`config.mk`:
```
export PLATFORM = sky130hd
export DESIGN_NAME = mem_access_stage_flat
export DESIGN_NICKNAME = d
export VERILOG_FILES = /design/src/rtl/mem_access_stage_if.sv /design/src/rtl/mem_access_stage.sv /design/src/flat_wrapper.sv
export SDC_FILE = /design/constraint.sdc
export NUM_CORES = 1
export LEC_CHECK = 0
export CELL_PAD_IN_SITES_DETAIL_PLACEMENT = 0
export CELL_PAD_IN_SITES_GLOBAL_PLACEMENT = 1
export CORE_MARGIN = 2
export CORE_UTILIZATION = 38
export CTS_BUF_LIST = sky130_fd_sc_hd__clkbuf_8
export CTS_CLUSTER_SIZE = 10
export DETAILED_ROUTE_END_ITERATION = 8
export PLACE_DENSITY = 0.89
export REMOVE_ABC_BUFFERS = 1
export SLEW_MARGIN = 30
export SYNTH_ARGS = -nofsm -noshare
export SYNTH_HDL_FRONTEND = slang
export SYNTH_SLANG_ARGS = --single-unit
```
`constraint.sdc`:
```
create_clock -name clk -period 7.8 [get_ports clk]
set_clock_uncertainty 0.1 [all_clocks]
set_input_delay 1.17 -clock clk [delete_from_list [all_inputs] [get_ports clk]]
set_output_delay 1.17 -clock clk [all_outputs]
set_load 0.02 [all_outputs]
```
`src/rtl/mem_access_stage_if.sv`:
```
// Data-memory bus between the memory-access stage and the data memory.
// Single outstanding request: the master raises dmem_req and holds
// dmem_we/addr/wstrb/wdata stable until the slave answers with dmem_ack.
// dmem_rdata is valid in the same cycle as dmem_ack.
//   master (stage side): drives req/we/addr/wstrb/wdata, samples ack/rdata
//   slave  (memory side): samples req/we/addr/wstrb/wdata, drives ack/rdata
interface mem_access_stage_if;
  logic        dmem_req;
  logic        dmem_we;
  logic [31:0] dmem_addr;
  logic [3:0]  dmem_wstrb;
  logic [31:0] dmem_wdata;
  logic        dmem_ack;
  logic [31:0] dmem_rdata;

  modport master (
    output dmem_req, dmem_we, dmem_addr, dmem_wstrb, dmem_wdata,
    input  dmem_ack, dmem_rdata
  );

  modport slave (
    input  dmem_req, dmem_we, dmem_addr, dmem_wstrb, dmem_wdata,
    output dmem_ack, dmem_rdata
  );
endinterface

```
`src/rtl/mem_access_stage.sv`:
```
// Memory-access stage of the 5-stage pipeline (EX/MEM -> MEM/WB).
// Issues loads/stores on a single-outstanding req/ack bus, stalls the
// upstream pipeline until the access completes, extracts and extends
// byte/half load data, and drives the registered MEM/WB signals.
// Ports:
//   clk, rst          clock, asynchronous active-high reset
//   ex_*              EX/MEM slot contents (held stable while mem_stall = 1)
//   dmem              data-memory bus (master side)
//   mem_stall         combinational stall request to earlier stages
//   mem_misalign      registered one-cycle misaligned-access pulse
//   mem_*             MEM/WB pipeline registers
// Parameter MISALIGN_TRAP: 1 drops and flags misaligned accesses,
// 0 forces the address to alignment and performs the access.
module mem_access_stage #(
  parameter bit MISALIGN_TRAP = 1'b1
) (
  input  logic                       clk,
  input  logic                       rst,
  input  logic                       ex_valid,
  input  logic [31:0]                ex_alu_res,
  input  logic [31:0]                ex_store_data,
  input  logic                       ex_mem_rd_en,
  input  logic                       ex_mem_wr_en,
  input  logic [1:0]                 ex_mem_size,
  input  logic                       ex_mem_unsigned,
  input  logic                       ex_wb_sel,
  input  logic                       ex_wb_en,
  input  logic [4:0]                 ex_rd,
  mem_access_stage_if.master         dmem,
  output logic                       mem_stall,
  output logic                       mem_misalign,
  output logic [31:0]                mem_alu_res,
  output logic [31:0]                mem_mem_data,
  output logic                       mem_wb_sel,
  output logic                       mem_wb_en,
  output logic [4:0]                 mem_rd
);

  typedef enum logic [0:0] {IDLE = 1'b0, WAIT = 1'b1} state_t;

  state_t      state;

  // Access attributes captured at issue, used when the ack returns
  logic [1:0]  off_r;
  logic [1:0]  size_r;
  logic        unsigned_r;
  logic        store_r;
  logic [31:0] alu_res_r;
  logic        wb_sel_r;
  logic        wb_en_r;
  logic [4:0]  rd_r;

  logic        is_mem;
  logic        is_half;
  logic        is_word;
  logic        misaligned;
  logic        trap;
  logic        start;
  logic [1:0]  off;
  logic [3:0]  strb;
  logic [31:0] wdata;
  logic [31:0] shifted;
  logic [31:0] load_data;

  // Decode the EX/MEM slot: alignment, issue condition, strobes and lane data
  always_comb begin
    is_mem     = ex_mem_rd_en | ex_mem_wr_en;
    is_half    = (ex_mem_size == 2'b01);
    is_word    = ex_mem_size[1];  // size 11 behaves as word
    misaligned = (is_half & ex_alu_res[0]) | (is_word & (ex_alu_res[1:0] != 2'b00));
    trap       = MISALIGN_TRAP & misaligned;
    start      = ex_valid & is_mem & ~trap;

    // Without trapping, misaligned low address bits are forced to alignment
    if (!MISALIGN_TRAP && is_word) begin
      off = 2'b00;
    end else if (!MISALIGN_TRAP && is_half) begin
      off = {ex_alu_res[1], 1'b0};
    end else begin
      off = ex_alu_res[1:0];
    end

    case (ex_mem_size)
      2'b00: begin
        strb  = 4'b0001 << off;
        wdata = {4{ex_store_data[7:0]}};
      end
      2'b01: begin
        strb  = 4'b0011 << off;
        wdata = {2{ex_store_data[15:0]}};
      end
      default: begin
        strb  = 4'b1111;
        wdata = ex_store_data;
      end
    endcase

    mem_stall = ((state == IDLE) & start) | ((state == WAIT) & ~dmem.dmem_ack);
  end

  // Align the returned word to the accessed lane and extend to 32 bits
  always_comb begin
    shifted = dmem.dmem_rdata >> {off_r, 3'b000};
    case (size_r)
      2'b00:   load_data = unsigned_r ? {24'h000000, shifted[7:0]}
                                      : {{24{shifted[7]}}, shifted[7:0]};
      2'b01:   load_data = unsigned_r ? {16'h0000, shifted[15:0]}
                                      : {{16{shifted[15]}}, shifted[15:0]};
      default: load_data = dmem.dmem_rdata;
    endcase
  end

  // Access FSM with registered bus and MEM/WB outputs
  always_ff @(posedge clk or posedge rst) begin
    if (rst) begin
      state           <= IDLE;
      dmem.dmem_req   <= 1'b0;
      dmem.dmem_we    <= 1'b0;
      dmem.dmem_addr  <= 32'h0;
      dmem.dmem_wstrb <= 4'b0000;
      dmem.dmem_wdata <= 32'h0;
      mem_misalign    <= 1'b0;
      mem_alu_res     <= 32'h0;
      mem_mem_data    <= 32'h0;
      mem_wb_sel      <= 1'b0;
      mem_wb_en       <= 1'b0;
      mem_rd          <= 5'd0;
      off_r           <= 2'b00;
      size_r          <= 2'b00;
      unsigned_r      <= 1'b0;
      store_r         <= 1'b0;
      alu_res_r       <= 32'h0;
      wb_sel_r        <= 1'b0;
      wb_en_r         <= 1'b0;
      rd_r            <= 5'd0;
    end else begin
      // MEM/WB defaults to a bubble; branches below override it
      mem_misalign <= 1'b0;
      mem_alu_res  <= 32'h0;
      mem_mem_data <= 32'h0;
      mem_wb_sel   <= 1'b0;
      mem_wb_en    <= 1'b0;
      mem_rd       <= 5'd0;
      case (state)
        IDLE: begin
          if (start) begin
            state           <= WAIT;
            dmem.dmem_req   <= 1'b1;
            dmem.dmem_we    <= ex_mem_wr_en;
            dmem.dmem_addr  <= {ex_alu_res[31:2], 2'b00};
            dmem.dmem_wstrb <= strb;
            dmem.dmem_wdata <= wdata;
            off_r           <= off;
            size_r          <= ex_mem_size;
            unsigned_r      <= ex_mem_unsigned;
            store_r         <= ex_mem_wr_en;
            alu_res_r       <= ex_alu_res;
            wb_sel_r        <= ex_wb_sel;
            wb_en_r         <= ex_wb_en;
            rd_r            <= ex_rd;
          end else if (ex_valid && is_mem) begin
            // Only reachable when trapping: drop the access, flag it
            mem_misalign <= 1'b1;
          end else if (ex_valid) begin
            mem_alu_res <= ex_alu_res;
            mem_wb_sel  <= ex_wb_sel;
            mem_wb_en   <= ex_wb_en;
            mem_rd      <= ex_rd;
          end else begin
            mem_wb_en <= 1'b0;
          end
        end
        WAIT: begin
          if (dmem.dmem_ack) begin
            state           <= IDLE;
            dmem.dmem_req   <= 1'b0;
            dmem.dmem_we    <= 1'b0;
            dmem.dmem_addr  <= 32'h0;
            dmem.dmem_wstrb <= 4'b0000;
            dmem.dmem_wdata <= 32'h0;
            mem_alu_res     <= alu_res_r;
            mem_mem_data    <= store_r ? 32'h0 : load_data;
            mem_wb_sel      <= wb_sel_r;
            mem_wb_en       <= wb_en_r;
            mem_rd          <= rd_r;
          end else begin
            state <= WAIT;
          end
        end
        default: begin
          state <= IDLE;
        end
      endcase
    end
  end

endmodule

```
`src/flat_wrapper.sv`:
```
// flat-port wrapper written by rule: the top's interface ports become plain ports
module mem_access_stage_flat 
#(
  parameter bit MISALIGN_TRAP = 1'b1
)
  (clk, rst, ex_valid, ex_alu_res, ex_store_data, ex_mem_rd_en, ex_mem_wr_en, ex_mem_size, ex_mem_unsigned, ex_wb_sel, ex_wb_en, ex_rd, mem_stall, mem_misalign, mem_alu_res, mem_mem_data, mem_wb_sel, mem_wb_en, mem_rd, dmem_dmem_req, dmem_dmem_we, dmem_dmem_addr, dmem_dmem_wstrb, dmem_dmem_wdata, dmem_dmem_ack, dmem_dmem_rdata);
  mem_access_stage_if dmem_i ();
  input  logic clk;
  input  logic rst;
  input  logic ex_valid;
  input  logic [31:0] ex_alu_res;
  input  logic [31:0] ex_store_data;
  input  logic ex_mem_rd_en;
  input  logic ex_mem_wr_en;
  input  logic [1:0] ex_mem_size;
  input  logic ex_mem_unsigned;
  input  logic ex_wb_sel;
  input  logic ex_wb_en;
  input  logic [4:0] ex_rd;
  output logic mem_stall;
  output logic mem_misalign;
  output logic [31:0] mem_alu_res;
  output logic [31:0] mem_mem_data;
  output logic mem_wb_sel;
  output logic mem_wb_en;
  output logic [4:0] mem_rd;
  output wire logic [$bits(dmem_i.dmem_req)-1:0] dmem_dmem_req;
  output wire logic [$bits(dmem_i.dmem_we)-1:0] dmem_dmem_we;
  output wire logic [$bits(dmem_i.dmem_addr)-1:0] dmem_dmem_addr;
  output wire logic [$bits(dmem_i.dmem_wstrb)-1:0] dmem_dmem_wstrb;
  output wire logic [$bits(dmem_i.dmem_wdata)-1:0] dmem_dmem_wdata;
  input wire logic [$bits(dmem_i.dmem_ack)-1:0] dmem_dmem_ack;
  input wire logic [$bits(dmem_i.dmem_rdata)-1:0] dmem_dmem_rdata;
  assign dmem_dmem_req = dmem_i.dmem_req;
  assign dmem_dmem_we = dmem_i.dmem_we;
  assign dmem_dmem_addr = dmem_i.dmem_addr;
  assign dmem_dmem_wstrb = dmem_i.dmem_wstrb;
  assign dmem_dmem_wdata = dmem_i.dmem_wdata;
  assign dmem_i.dmem_ack = dmem_dmem_ack;
  assign dmem_i.dmem_rdata = dmem_dmem_rdata;
  mem_access_stage #(.MISALIGN_TRAP(MISALIGN_TRAP)) u_core (.clk(clk), .rst(rst), .ex_valid(ex_valid), .ex_alu_res(ex_alu_res), .ex_store_data(ex_store_data), .ex_mem_rd_en(ex_mem_rd_en), .ex_mem_wr_en(ex_mem_wr_en), .ex_mem_size(ex_mem_size), .ex_mem_unsigned(ex_mem_unsigned), .ex_wb_sel(ex_wb_sel), .ex_wb_en(ex_wb_en), .ex_rd(ex_rd), .dmem(dmem_i), .mem_stall(mem_stall), .mem_misalign(mem_misalign), .mem_alu_res(mem_alu_res), .mem_mem_data(mem_mem_data), .mem_wb_sel(mem_wb_sel), .mem_wb_en(mem_wb_en), .mem_rd(mem_rd));
endmodule
```
=== After elaboration in Yosys (flattened, before gate mapping) ===
Index checks and enable logic that the tools add are counted.

* Bitwise operators: 12
* Reductions and logical operators: 6
* Divide/modulo/power cells: 0
* Multiply operators: 0
* Equality and inequality tests: 4
* Add/sub/neg operators: 0
* Order comparisons: 0
* Shift-type cells: 3
* Multiplexer cells: 47

{| class="wikitable"
|+ Operator list
! operator !! count
|-
| $mux W32 || 12
|-
| $pmux W32 S2 || 5
|-
| $shr A32 B5 Y16 || 1
|-
| $mux W5 || 4
|-
| $mux W1 || 16
|-
| $pmux W4 S2 || 2
|-
| $pmux W1 S2 || 5
|-
| $pmux W5 S2 || 1
|-
| $mux W4 || 2
|-
| $and A1 B1 Y1 || 6
|-
| $eq A2 B1 Y1 const B || 2
|-
| $logic_not A2 Y1 || 2
|-
| $reduce_and A2 Y1 || 2
|-
| $shl A1 B2 Y4 const A || 1
|-
| $shl A2 B2 Y4 const A || 1
|-
| $not A1 Y1 || 3
|-
| $or A1 B1 Y1 || 3
|-
| $ne A2 B1 Y1 const B || 1
|-
| $ne A2 B2 Y1 const B || 1
|-
| $reduce_bool A2 Y1 || 1
|-
| $logic_and A1 B1 Y1 || 1
|}

* Memory bits (writable): 0
* Output and inout bits: 143
* Logic and storage cells: 92
* Bits in latches: 0
* Memory bits (read-only): 0
* Input port bits: 112
* Flip-flop bits (word level): 188
* Memories kept: 0

=== Depth between registers and ports, before layout ===
Gate-level depths: netlist of run 1.

* Depth after elaboration: 7
* Gate-level depth with buffers: 6
* Mapped depth without buffers: 3

=== Worst setup path after synthesis of run 1 ===
OpenSTA, ideal clock, no wires.

* Path kind: in2out
* Start: input ex_mem_size[1]
* End: output mem_stall
* Buffers on the path: 3
* Path slack: 4.309 ns
* Data arrival time: 2.221 ns
* Cell stages on the path: 6
* Required time: 6.530 ns
* Path through: buf_2 -> o21ai_2 -> and4_4 -> buf_6 -> buf_6 -> a21o_1

* Word-level cells in the longest chain between the ends: 7
* Elaborated cells on any way between the ends: 8
* Classes of those cells: eq/ne: 1; bitwise: 7

{| class="wikitable"
|+ RTL lines
! element !! line !! RTL
|-
| start: declaration || flat_wrapper.sv:15 || <nowiki>input logic [1:0] ex_mem_size;</nowiki>
|-
| $eq A2 B1 Y1 || mem_access_stage.sv:68 || <nowiki>is_half = (ex_mem_size == 2'b01);</nowiki>
|-
| $and A1 B1 Y1 || mem_access_stage.sv:70 || <nowiki>misaligned = (is_half & ex_alu_res[0]) | (is_word & (ex_alu_res[1:0] != 2'b00));</nowiki>
|-
| $or A1 B1 Y1 (*) || mem_access_stage.sv:70 ||
|-
| $not A1 Y1 (*) || mem_access_stage.sv:72 || <nowiki>start = ex_valid & is_mem & ~trap;</nowiki>
|-
| $and A1 B1 Y1 (*) || mem_access_stage.sv:72 ||
|-
| $and A1 B1 Y1 (*) || mem_access_stage.sv:98 || <nowiki>mem_stall = ((state == IDLE) & start) | ((state == WAIT) & ~dmem.dmem_ack);</nowiki>
|-
| $or A1 B1 Y1 (*) || mem_access_stage.sv:98 ||
|-
| end: declaration || flat_wrapper.sv:20 || <nowiki>output logic mem_stall;</nowiki>
|}

Mark *: on every way between the ends. The rest lies on a longest branch, timed or not.

=== Final worst setup path of run 1 ===
* Start: input ex_mem_size[0]
* End: output mem_stall

* Word-level cells in the longest chain between the ends: 7

{| class="wikitable"
|+ RTL lines
! element !! line
|-
| $eq A2 B1 Y1 || mem_access_stage.sv:68
|-
| $and A1 B1 Y1 || mem_access_stage.sv:70
|-
| $or A1 B1 Y1 || mem_access_stage.sv:70
|-
| $not A1 Y1 || mem_access_stage.sv:72
|-
| $and A1 B1 Y1 || mem_access_stage.sv:72
|-
| $and A1 B1 Y1 || mem_access_stage.sv:98
|-
| $or A1 B1 Y1 || mem_access_stage.sv:98
|}

Every way passes these cells.

==> results.txt, run 1 <==
- Outcome: finished clean
- The first global-routing pass estimated 31.9 mm of wire.
- For this run, design rule violations remaining after detail routing come to 0.
- The initial antenna violation count is 1.
- Of the cells placed in the final design, the portion with a size suffix greater than 1 is 0.148.
* Deepest clock path buffer count: 2
- Depth of the worst register-to-register path: 4
* Height of the chip: 148 um
- Worst Setup Slack, final: 2.49 ns
- Leakage power: 0.00480 uW
- Global placer's final weighted congestion: 0.772
* Post-CTS Setup Inserts: 0
- Setup repair after global routing missed its margin: no
- In this run the horizontal extent of the chip is 148 um.
- Sequential cell area: 0.00461 mm^2
- The number of max-slew violations in the final report came to 0.
- Required arrival time at the worst endpoint: 6.53 ns
* Number of placement rows: 52
- Hold Path Stages: 1
- Global routing finished with a remaining overflow of 0.
- Cell Count, Final, Fillers Out: 1082
- The share of the Yosys chip area taken by registers is 0.582.
- Final TNS setup: 0 ns
- Remaining number of nets flagged by the antenna check after routing: 0
- Largest voltage drop on the vdd net: 0.125 mV
* Final count of hold timing violations: 0
- Clock root buffer: clkbuf_8
- 255 I/O pins were placed.
- The floorplan step defined a die boundary enclosing 0.0220 mm^2.
* HPWL after detailed placement: 14.0 mm
* Most frequent cells in the layout: 252 x clkdlybuf4s50_1, 183 x dfrtp_1, 72 x a22o_1, 58 x mux2i_1, 39 x nand2_1
- In the final layout, the multi-input gates occupy 0.00295 mm^2.
- Synthesis produced 565 cells.
- Input and output buffers added on the ports amount to 252.
- In the final design database the tool counted 910 nets.
* CTS tree: yes
- Dividing the synthesized area by the synthesized cell count gives 14.0 um^2.
- Number of buffers added by the clock tree synthesis step: 17
* Hold WC Path Type: flip-flop to flip-flop
- Clock-pin slew was measured on the worst setup and hold paths at 0.12 ns.
* Highest Clock Rate: 188 MHz
- Fill cells in the final layout number 1732.
- STA classifies the critical path endpoint as an output port.
- For the pin with the worst max-slew slack, the measured transition is 0.881 ns.
* Starting density of the core: 0.389
- Most common library cell in the layout ignoring fill and taps: clkdlybuf4s50_1
- At the end of the flow the core is filled with cells to 0.540.
* Worst-path maximum fanout: 50
- Number of instances resized during post-cts repair: 0
* Total routing usage reported by global routing: 0.186
- Post-route clock period utilization: 0.681
* Starting DRC count in detailed routing: 251
- After floorplanning, the core was sized to cover 0.0203 mm^2.
* Drt pass-1 iters: 4
* Post-detailed-routing wire length: 20.5 mm
* Syn. warnings: 0
- Entering global routing, the biggest net connects 105 pins.
- Setup violations remaining at the end of the flow were counted as 0.
* Routed wire per std cell: 18.9 um
- Dividing total power by cell area gives a power density of 250 mW/mm^2.
- Data on the critical path arrives at its endpoint at 4.04 ns.
- Worst Setup Path Type: input pin to output port
- The H-tree was split into 4 levels.
- Post-synthesis instance area: 0.00791 mm^2
- The clock net in this run drives a total of 184 sinks.
- Buffers inserted to repair hold after CTS numbered 0.
* Number of global-route vias before repair: 5563
- The worst path needs 5.31 ns of the cycle, external delays included.
- Headroom to the max-slew limit came out at 0.413.
- Using the TritonRoute via totals, the vias-per-cell ratio works out to 5.11.
- Clock insertion delay at the later pin of the skew report: 0.46 ns
* Number of max-cap violations: 0
- Flip-flop and latch count after synthesis: 184
- Post-synth cell types: 44
* Setup crit start kind: input pin
- The final route contains 5528 vias.
- Post-route worst hold slack: 0.395 ns
- Pre-CTS setup slack: 2.42 ns
- Placed cells: 1048
- P&R area growth vs syn: 38.8%
-- registers in the layout, indices dropped and copies added (netlist names) --
signal	count
u_core.alu_res_r	32
u_core.dmem.dmem_addr	30
u_core.dmem.dmem_req	1
u_core.dmem.dmem_wdata	32
u_core.dmem.dmem_we	1
u_core.dmem.dmem_wstrb	4
u_core.mem_alu_res	32
u_core.mem_mem_data	32
u_core.mem_misalign	1
u_core.mem_rd	5
u_core.mem_wb_en	1
u_core.mem_wb_sel	1
u_core.rd_r	5
u_core.size_r	2
u_core.state	1
u_core.store_r	1
u_core.unsigned_r	1
u_core.wb_en_r	1
u_core.wb_sel_r	1
-- area by class of cell --
type                       instances  share of cell area
tap                              270              0.0308
clock inverter                    14              0.0148
timing repair buffer             259               0.238
sequential                       184               0.420
clock buffer                      18              0.0226
antenna                            1            0.000228
multi-input combinational        323               0.269
inverter                          13             0.00513
-- metrics by stage --
step / instance area (um^2) / total power, uW
floorplan: 7580 / 1700
detailed placement: 10500 / 2100
finish: 11000 / 2740
global placement: 10500 / 2090
CTS: 10900 / 2770
global route: 11000 / 2880
-- final timing paths --
kind | start | slack, ns | to
hold / removal | u_core.alu_res_r[19] | 0.39 | u_core.mem_alu_res[19]
max in group asynchronous | rst | 5.28 | u_core.alu_res_r[10]
min in group asynchronous | rst | 1.14 | u_core.alu_res_r[14]
setup / recovery | ex_mem_size[0] | 2.49 | mem_stall
setup reg to reg | u_core.state | 4.79 | u_core.rd_r[4]
hold reg to reg | u_core.alu_res_r[19] | 0.39 | u_core.mem_alu_res[19]
-- cells by family after synthesis --
| family | count (synthesis) | synth area share |
|---|---|---|
| and+or+nand+nor | 65 | 0.0388 |
| xor gates and xnor gates | 2 | 0.00222 |
| other | 1 | 0.000474 |
| muxes | 120 | 0.180 |
| AOI/OAI and AO/OA | 134 | 0.149 |
| buffers and inverters | 59 | 0.0472 |
| DFF | 184 | 0.582 |
-- cells in the mapped netlist, drive strengths merged --
cell type,instances,area (um^2)
clkbuf,11,41.3
mux2i,58,581
and4b,1,10.0
and4,1,11.3
nand2,39,146
and2b,1,7.51
buf,35,283
a211oi,1,7.51
or2,3,18.8
nor3,2,10.0
nor2b,3,18.8
a221oi,8,87.6
o31ai,7,52.6
a21o,2,15.0
o221ai,1,8.76
and2,1,6.26
o221a,7,78.8
nand2b,3,18.8
o2bb2ai,16,153
mux4,1,26.3
or3,1,6.26
o22a,7,61.3
dfrtp,184,4600
conb,1,3.75
nor2,7,31.3
xor2,2,17.5
o21ai,1,8.76
nand3,1,5.00
a22o,72,631
mux2,61,818
nand3b,1,7.51
and3b,1,8.76
a21oi,11,55.1
inv,13,48.8
a41oi,1,16.3
-- worst max-delay path, cell delays in order --
cell	delay, ns
clkdlybuf4s50_1	0.80
o21ai_2	0.41
and4_4	0.84
a21o_1	0.16
clkdlybuf4s50_1	0.64
-- routing by layer --
metal,up-vias,share of wire,global-route usage,wire length (um)
met1,2774,0.44,0.250,9020
met5,-,0,0,0
met3,22,0.059,0.0454,1210
li1,2547,-,-,-
met4,0,0.017,0.0529,357
met2,185,0.48,0.304,9900
-- report_power, final --
group | internal, uW | switching [uW] | leakage [uW]
logic | 444 | 401 | 0.00222
registers | 1120 | 121 | 0.00238
clock network | 255 | 399 | 0.000208
(Power assumes the default switching activity.)
==> inputs of run 2 (changes only) <==
- clock period: 7.8 -> 5.4 ns (I/O delays scaled with it)
==> run 2 against run 1 <==
  * First-iteration DRC count grew 6.4%
  * Setup slack got worse by 0.69 ns
  * Wire length grew 0.39%
  * Critical path depth rose by 1
  * Count of clock-buffer cells in the layout did not move
  * Combinational power up 46%
  * Final area about the same
  * Via count is 0.78% lower
  * Sequential share of layout area barely moved
  * Die area did not move
  * Worst hold slack gained 0.010 ns
  * Register-to-register slack got worse by 1.8 ns
==> results.txt, run 2 (synthesis results as in run 1) <==
* Hold WC Path Type: flip-flop to flip-flop (unchanged)
* Count of boundary I/O pins: 255 (unchanged)
- The residual antenna-violating net count after detailed routing was 0 (unchanged).
- The final weighted congestion in routability-driven placement was 0.788 (was 0.772).
* Starting DRC count in detailed routing: 267 (was 251)
* Cell breakdown of the critical path: clkdlybuf4s50_1, buf_4, o21ai_2, and4_4, a21o_1, clkdlybuf4s50_1 (was clkdlybuf4s50_1, o21ai_2, and4_4, a21o_1, clkdlybuf4s50_1)
* Final count of hold timing violations: 0 (unchanged)
* Number of buffers inserted by port buffering: 252 (unchanged)
- TritonCTS sink count: 184 (unchanged)
- The TritonCTS clock tree is yes (unchanged).
- Setup repair after global routing missed its margin: no (unchanged).
- The final routed DRC violation total was 0 (unchanged).
* Total routing usage reported by global routing: 0.187 (was 0.186)
- Headroom to the max-slew limit: 0.364 (was 0.413)
- Number of antenna violations at the first check in global routing: 1 (unchanged)
- Library cell contributing the largest single delay on the critical path: clkdlybuf4s50_1 (was and4_4)
* Hold bufs inserted after CTS: 0 (unchanged)
- The die outline height was 148 um (unchanged).
- Fraction of final layout cells with drive strength greater than 1: 0.149 (was 0.148)
- The global route total overflow was 0 (unchanged).
* Most common library cell in the layout ignoring fill and taps: clkdlybuf4s50_1 (unchanged)
- The final core utilization is 0.541 (was 0.540).
- The clock latency on the worst-skew pair is 0.45 ns (was 0.46 ns).
* Drt pass-1 iters: 4 (unchanged)
* Leakage power: 0.00481 uW (was 0.00480 uW)
* Clock root buffer: clkbuf_8 (unchanged)
* Die Outline Area: 0.0220 mm^2 (unchanged)
- Required arrival time at the worst endpoint: 4.49 ns (was 6.53 ns)
- The area of combinational cells with multiple inputs was 0.00295 mm^2 (unchanged).
- Nets: 913 (was 910)
- Max Transition Viols Final: 0 (unchanged)
- Worst path max stage delay: 0.65 ns (was 0.84 ns)
* Highest Clock Rate: 277 MHz
- Clock transition at the registers of the reported paths: 0.11 ns (was 0.12 ns)
- The total of cells resized after clock tree synthesis was 0 (unchanged).
* Post-CTS Setup Inserts: 0 (unchanged)
* Finish-stage setup viols: 0 (unchanged)
- Most Frequent Cell on Critical Path: clkdlybuf4s50_1 (unchanged)
* Actual transition at the worst max-transition pin: 0.954 ns (was 0.881 ns)
- The die width was 148 um (unchanged).
- The average wire per cell in the routed design was 19.0 um (was 18.9 um).
* Outcome: finished clean (unchanged)
- Pin count of the biggest net entering global routing: 118 (was 105)
- Power per standard cell area: 357 mW/mm^2 (was 250 mW/mm^2)
- P&R area growth vs syn: 38.9% (was 38.8%)
* Arr. time, crit path: 2.70 ns (was 4.04 ns)
- Worst-path maximum fanout: 12 (was 50)
* Wire length of the first global-routing pass: 32.0 mm (was 31.9 mm)
- Core region area: 0.0203 mm^2 (unchanged)
* Setup crit start kind: input pin (unchanged)
- Post-route worst hold slack: 0.405 ns (was 0.395 ns)
- The H-tree level count is 4 (unchanged).
- PnR Total Power: 3920 uW (was 2740 uW)
* Routed vias/inst: 5.06 (was 5.11)
- The half-perimeter wire length after detailed placement is 14.1 mm (was 14.0 mm).
- Largest voltage drop on the vdd net: 0.186 mV (was 0.125 mV)
* Number of fill cells: 1776 (was 1732)
* Number of placement rows: 52 (unchanged)
* Worst Setup Path Type: input pin to output port (unchanged)
* Shortest clock period the worst path allows after layout: 3.61 ns
* Deepest clock path buffer count: 2 (unchanged)
- Most frequent cells in the layout: 252 x clkdlybuf4s50_1, 184 x dfrtp_1, 72 x a22o_1, 58 x mux2i_1, 39 x nand2_1 (was 252 x clkdlybuf4s50_1, 183 x dfrtp_1, 72 x a22o_1, 58 x mux2i_1, 39 x nand2_1).
* Post-route clock period utilization: 0.668
- The initial core utilization was 0.389 (unchanged).
* Number of max-cap violations: 0 (unchanged)
* Number of buffers added by the clock tree synthesis step: 17 (unchanged)
- Count of vias placed by the detailed router: 5485 (was 5528)
- The via count of the first global-routing pass is 5652 (was 5563).
- The critical path capture point type was an output port (unchanged).
* Sequential cell area: 0.00460 mm^2 (was 0.00461 mm^2)
- Post-detailed-routing wire length: 20.6 mm (was 20.5 mm)
[run 2: layout make-up]
type                       count  share of cell area
clock buffer                  18              0.0226
inverter                      13             0.00558
timing repair buffer         262               0.241
antenna                        1            0.000228
sequential                   184               0.419
clock inverter                14              0.0117
tap                          270              0.0308
multi-input combinational    323               0.269
[run 2: metrics by stage]
step / worst slack (ns) / setup TNS, ns / instances / instance area, um^2
after floorplan: -0.510 / -93.91 / 520 / 7580
after global placement: 1.81 / 0 / 1049 / 10500
after detailed placement: 1.80 / 0 / 1051 / 10600
after CTS: 1.79 / 0 / 1083 / 10900
after global routing: 1.72 / 0 / 1085 / 11000
final: 1.79 / 0 / 1085 / 11000
[run 2: power by group]
part	leakage, uW	internal [uW]	switching [uW]
sequential	0.00238	1620	168
combinational	0.00224	645	584
clock	0.000192	351	548
[run 2: worst max-delay path, delay by kind of cell]
kind | cells | cell delay [ns]
buffers and inverters | 3 | 1.24
and+or+nand+nor | 1 | 0.27
AOI/OAI and AO/OA | 2 | 0.36
[run 2: metal layers]
layer	routed length (um)	global-route usage
met1	9180	0.246
met2	9940	0.303
met3	1090	0.0469
met4	359	0.0619
met5	0	0
[run 2: worst paths after layout]
kind / from / cells after the start / slack [ns] / endpoint
worst max-delay path: ex_mem_size[0] / 6 / 1.79 / mem_stall
worst min register to register: u_core.alu_res_r[27] / 1 / 0.40 / u_core.mem_alu_res[27]
max in group asynchronous: rst / 3 / 3.64 / u_core.mem_alu_res[31]
worst min-delay path: u_core.alu_res_r[27] / 1 / 0.40 / u_core.mem_alu_res[27]
worst max register to register: u_core.state / 4 / 3.02 / u_core.store_r
min in group asynchronous: rst / 2 / 0.75 / u_core.dmem.dmem_addr[6]
==> inputs of run 3 (changes only) <==
- CORE_UTILIZATION: 38 -> 34
- PLACE_DENSITY: 0.89 -> 0.84
- clock period: 5.4 -> 3.1 ns (I/O delays scaled with it)
==> run 3 against run 2 <==
  * Die area rose by 11%
  * Sequential power rose by 73%
  * Global-route usage fell by 1.1 points
  * Final cell count rose by 2.1%
  * Wire length rose by 3.2%
  * Count of clock-buffer cells in the layout did not move
  * Flip-flop and latch count did not move
  * Worst hold slack got worse by 0.020 ns
  * Sequential share of layout area fell by 0.36 points
  * Critical endpoint unchanged
  * Critical path depth fell by 1
  * Clock power rose by 82%
==> results.txt, run 3 (synthesis results as in run 1) <==
* Arr. time, crit path: 2.20 ns (was 2.70 ns)
- The maximum number of pins on one net before global-route repair is 110 (was 118).
* PnR Total Power: 6910 uW (was 3920 uW)
* Global placer's final weighted congestion: 0.750 (was 0.788)
- Metal3 WL: 1.61 mm (was 1.09 mm)
- The kind of cell with the highest combined delay on the critical path is buffers and inverters (unchanged).
- The leakage power came to 0.00485 uW (was 0.00481 uW).
- Die Outline Area: 0.0245 mm^2 (was 0.0220 mm^2)
- Count of boundary I/O pins: 255 (unchanged)
* Combinational power share: 0.314 (about the same)
- Actual transition at the worst max-transition pin: 0.948 ns (was 0.954 ns)
- Total routing usage reported by global routing: 0.176 (was 0.187)
- Post-CTS Setup Inserts: 0 (unchanged)
- Most frequent cells in the layout: 252 x clkdlybuf4s50_1, 184 x dfrtp_1, 72 x a22o_1, 58 x mux2i_1, 39 x nand2_1 (unchanged)
- Cell breakdown of the critical path: clkdlybuf4s50_1, nor2b_1, and4_4, a21o_1, clkdlybuf4s50_1 (was clkdlybuf4s50_1, buf_4, o21ai_2, and4_4, a21o_1, clkdlybuf4s50_1).
- The initial antenna violation count was 2 (was 1).
* Post-detailed-routing wire length: 21.2 mm (was 20.6 mm)
- The switching share of power was 0.337 (was 0.332).
* Worst Setup Path Type: input pin to output port (unchanged)
* Routed met2 length: 9.79 mm (was 9.94 mm)
- The relative contribution of the clock network to total power is 0.237 (was 0.230).
- The share of power burned in registers came to 0.449 (was 0.456).
- Outcome: finished clean (unchanged)
- The most common cell after layout, fill and taps aside is clkdlybuf4s50_1 (unchanged).
* Routed wire per std cell: 19.2 um (was 19.0 um)
* Core region area: 0.0227 mm^2 (was 0.0203 mm^2)
* TritonCTS sink count: 184 (unchanged)
- The combined buffer and inverter count along the critical path came to 2 (was 3).
* Final count of hold timing violations: 0 (unchanged)
- The fraction of layout cells with a size suffix above 1 is 0.160 (was 0.149).
* Shortest clock period the worst path allows after layout: 2.77 ns
- The sum of negative setup slack came to 0 ns (unchanged).
* Height of the chip: 156 um (was 148 um)
- Starting density of the core: 0.348 (was 0.389)
- The number of max-slew violations in the final report came to 0 (unchanged).
* Starting DRC count in detailed routing: 211 (was 267)
* Largest voltage drop on the vdd net: 0.262 mV (was 0.186 mV)
- Number of max-cap violations: 0 (unchanged)
* Met1 wire length: 9.60 mm (was 9.18 mm)
- Pre-CTS setup slack: 0.316 ns (was 1.80 ns)
- Highest Clock Rate: 361 MHz
* Nets: 922 (was 913)
* Library cell contributing the largest single delay on the critical path: clkdlybuf4s50_1 (unchanged)
- The H-tree level count was 4 (unchanged).
- Headroom to the max-slew limit: 0.368 (was 0.364)
* Hold bufs inserted after CTS: 0 (unchanged)
- Antenna Cells: 0 (was 1)
- Number of placement rows: 55 (was 52)
- Setup repair after global routing missed its margin: no (unchanged)
- Worst reg2reg setup slack: 0.86 ns (was 3.02 ns)
* Number of buffers inserted by port buffering: 252 (unchanged)
- Sort of element at the end of the critical path: output port (unchanged)
- The maximum clock path buffer count came to 2 (unchanged).
* Switching power: 2330 uW (was 1300 uW)
- The least setup slack across all paths after layout is 0.331 ns (was 1.79 ns).
- The maximum single-stage delay on the critical path came to 0.62 ns (was 0.65 ns).
- The worst-path maximum fanout came to 2 (was 12).
- The global route total overflow was 0 (unchanged).
- P&R area growth vs syn: 40.1% (was 38.9%)
- The internal power summed over all cells is 4580 uW (was 2620 uW).
- Most Frequent Cell on Critical Path: clkdlybuf4s50_1 (unchanged)
- Routed vias/inst: 5.03 (was 5.06)
- Required arrival time at the worst endpoint: 2.53 ns (was 4.49 ns)
* Remaining routing DRC violations: 0 (unchanged)
* Drt pass-1 iters: 4 (unchanged)
* Clock transition at the registers of the reported paths: 0.12 ns (was 0.11 ns)
- The cell at the root of the clock tree was clkbuf_8 (unchanged).
* Remaining number of nets flagged by the antenna check after routing: 0 (unchanged)
* Wire length of the first global-routing pass: 33.4 mm (was 32.0 mm)
- Post-route clock period utilization: 0.893
* HPWL after detailed placement: 14.4 mm (was 14.1 mm)
- The via count of the first global-routing pass was 5794 (was 5652).
* Clock insertion delay at the later pin of the skew report: 0.45 ns (about the same)
- Power per standard cell area: 624 mW/mm^2 (was 357 mW/mm^2)
- Hold WC Path Type: input pin to async pin (was flip-flop to flip-flop)
- The total of cells resized after clock tree synthesis was 0 (unchanged).
* Count of vias placed by the detailed router: 5575 (was 5485)
- Share of the core filled with cells in the final layout: 0.488 (was 0.541)
* Number of buffers added by the clock tree synthesis step: 17 (unchanged)
- The startpoint type of the worst setup path is an input pin (unchanged).
* Die span in x: 156 um (was 148 um)
- Highest Signal Layer: met5 (was met4)
* Finish-stage setup viols: 0 (unchanged)
* CTS tree: yes (unchanged)
-- run 3: final cells by class --
cell class | instances | area (um^2)
Fill cell | 2041 | 11600
Sequential cell | 184 | 4600
Multi-Input combinational cell | 323 | 2950
Timing Repair Buffer | 271 | 2700
Tap cell | 285 | 357
Clock buffer | 18 | 248
Clock inverter | 14 | 154
Inverter | 13 | 56.3
-- run 3: stage by stage --
step	hold slack (ns)	area, um^2	std cells
3_3_place_gp	0.380	10700	1076
6_report	0.384	11100	1108
3_5_place_dp	0.375	10700	1076
4_1_cts	0.397	11100	1108
5_1_grt	0.431	11100	1108
2_1_floorplan	0.369	7580	520
-- run 3: path summary, 6_finish.rpt --
| kind | start | to | cells after the start |
|---|---|---|---|
| max | ex_valid | mem_stall | 5 |
| min | rst | u_core.mem_alu_res[19] | 2 |
| max reg2reg | u_core.state | u_core.alu_res_r[31] | 4 |
| min reg2reg | u_core.rd_r[2] | u_core.mem_rd[2] | 1 |
| max in group asynchronous | rst | u_core.dmem.dmem_wdata[2] | 3 |
| min in group clk | u_core.rd_r[2] | u_core.mem_rd[2] | 1 |
-- run 3: worst register-to-register path, delay by kind of cell, from the launching register on --
| kind | cells | cell delay (ns) |
|---|---|---|
| flip-flops | 1 | 0.45 |
| AND/OR/NAND/NOR | 2 | 0.54 |
| buffers and inverters | 1 | 0.47 |
| multiplexers | 1 | 0.58 |
-- run 3: metal layers --
layer / GRT usage / vias up
met5: 0 / -
met4: 0.0459 / 4
met3: 0.0565 / 18
met2: 0.273 / 183
met1: 0.238 / 2810
li1: - / 2560
-- run 3: power groups by stage --
| stage | combinational [uW] | sequential [uW] | clock [uW] |
|---|---|---|---|
| 4_1_cts | 2190 | 3100 | 1700 |
| 5_1_grt | 2320 | 3160 | 1820 |
| 3_5_place_dp | 2190 | 3140 | 0 |
| 6_report | 2170 | 3100 | 1640 |
| 2_1_floorplan | 842 | 3440 | 0 |
| 3_3_place_gp | 2150 | 3140 | 0 |
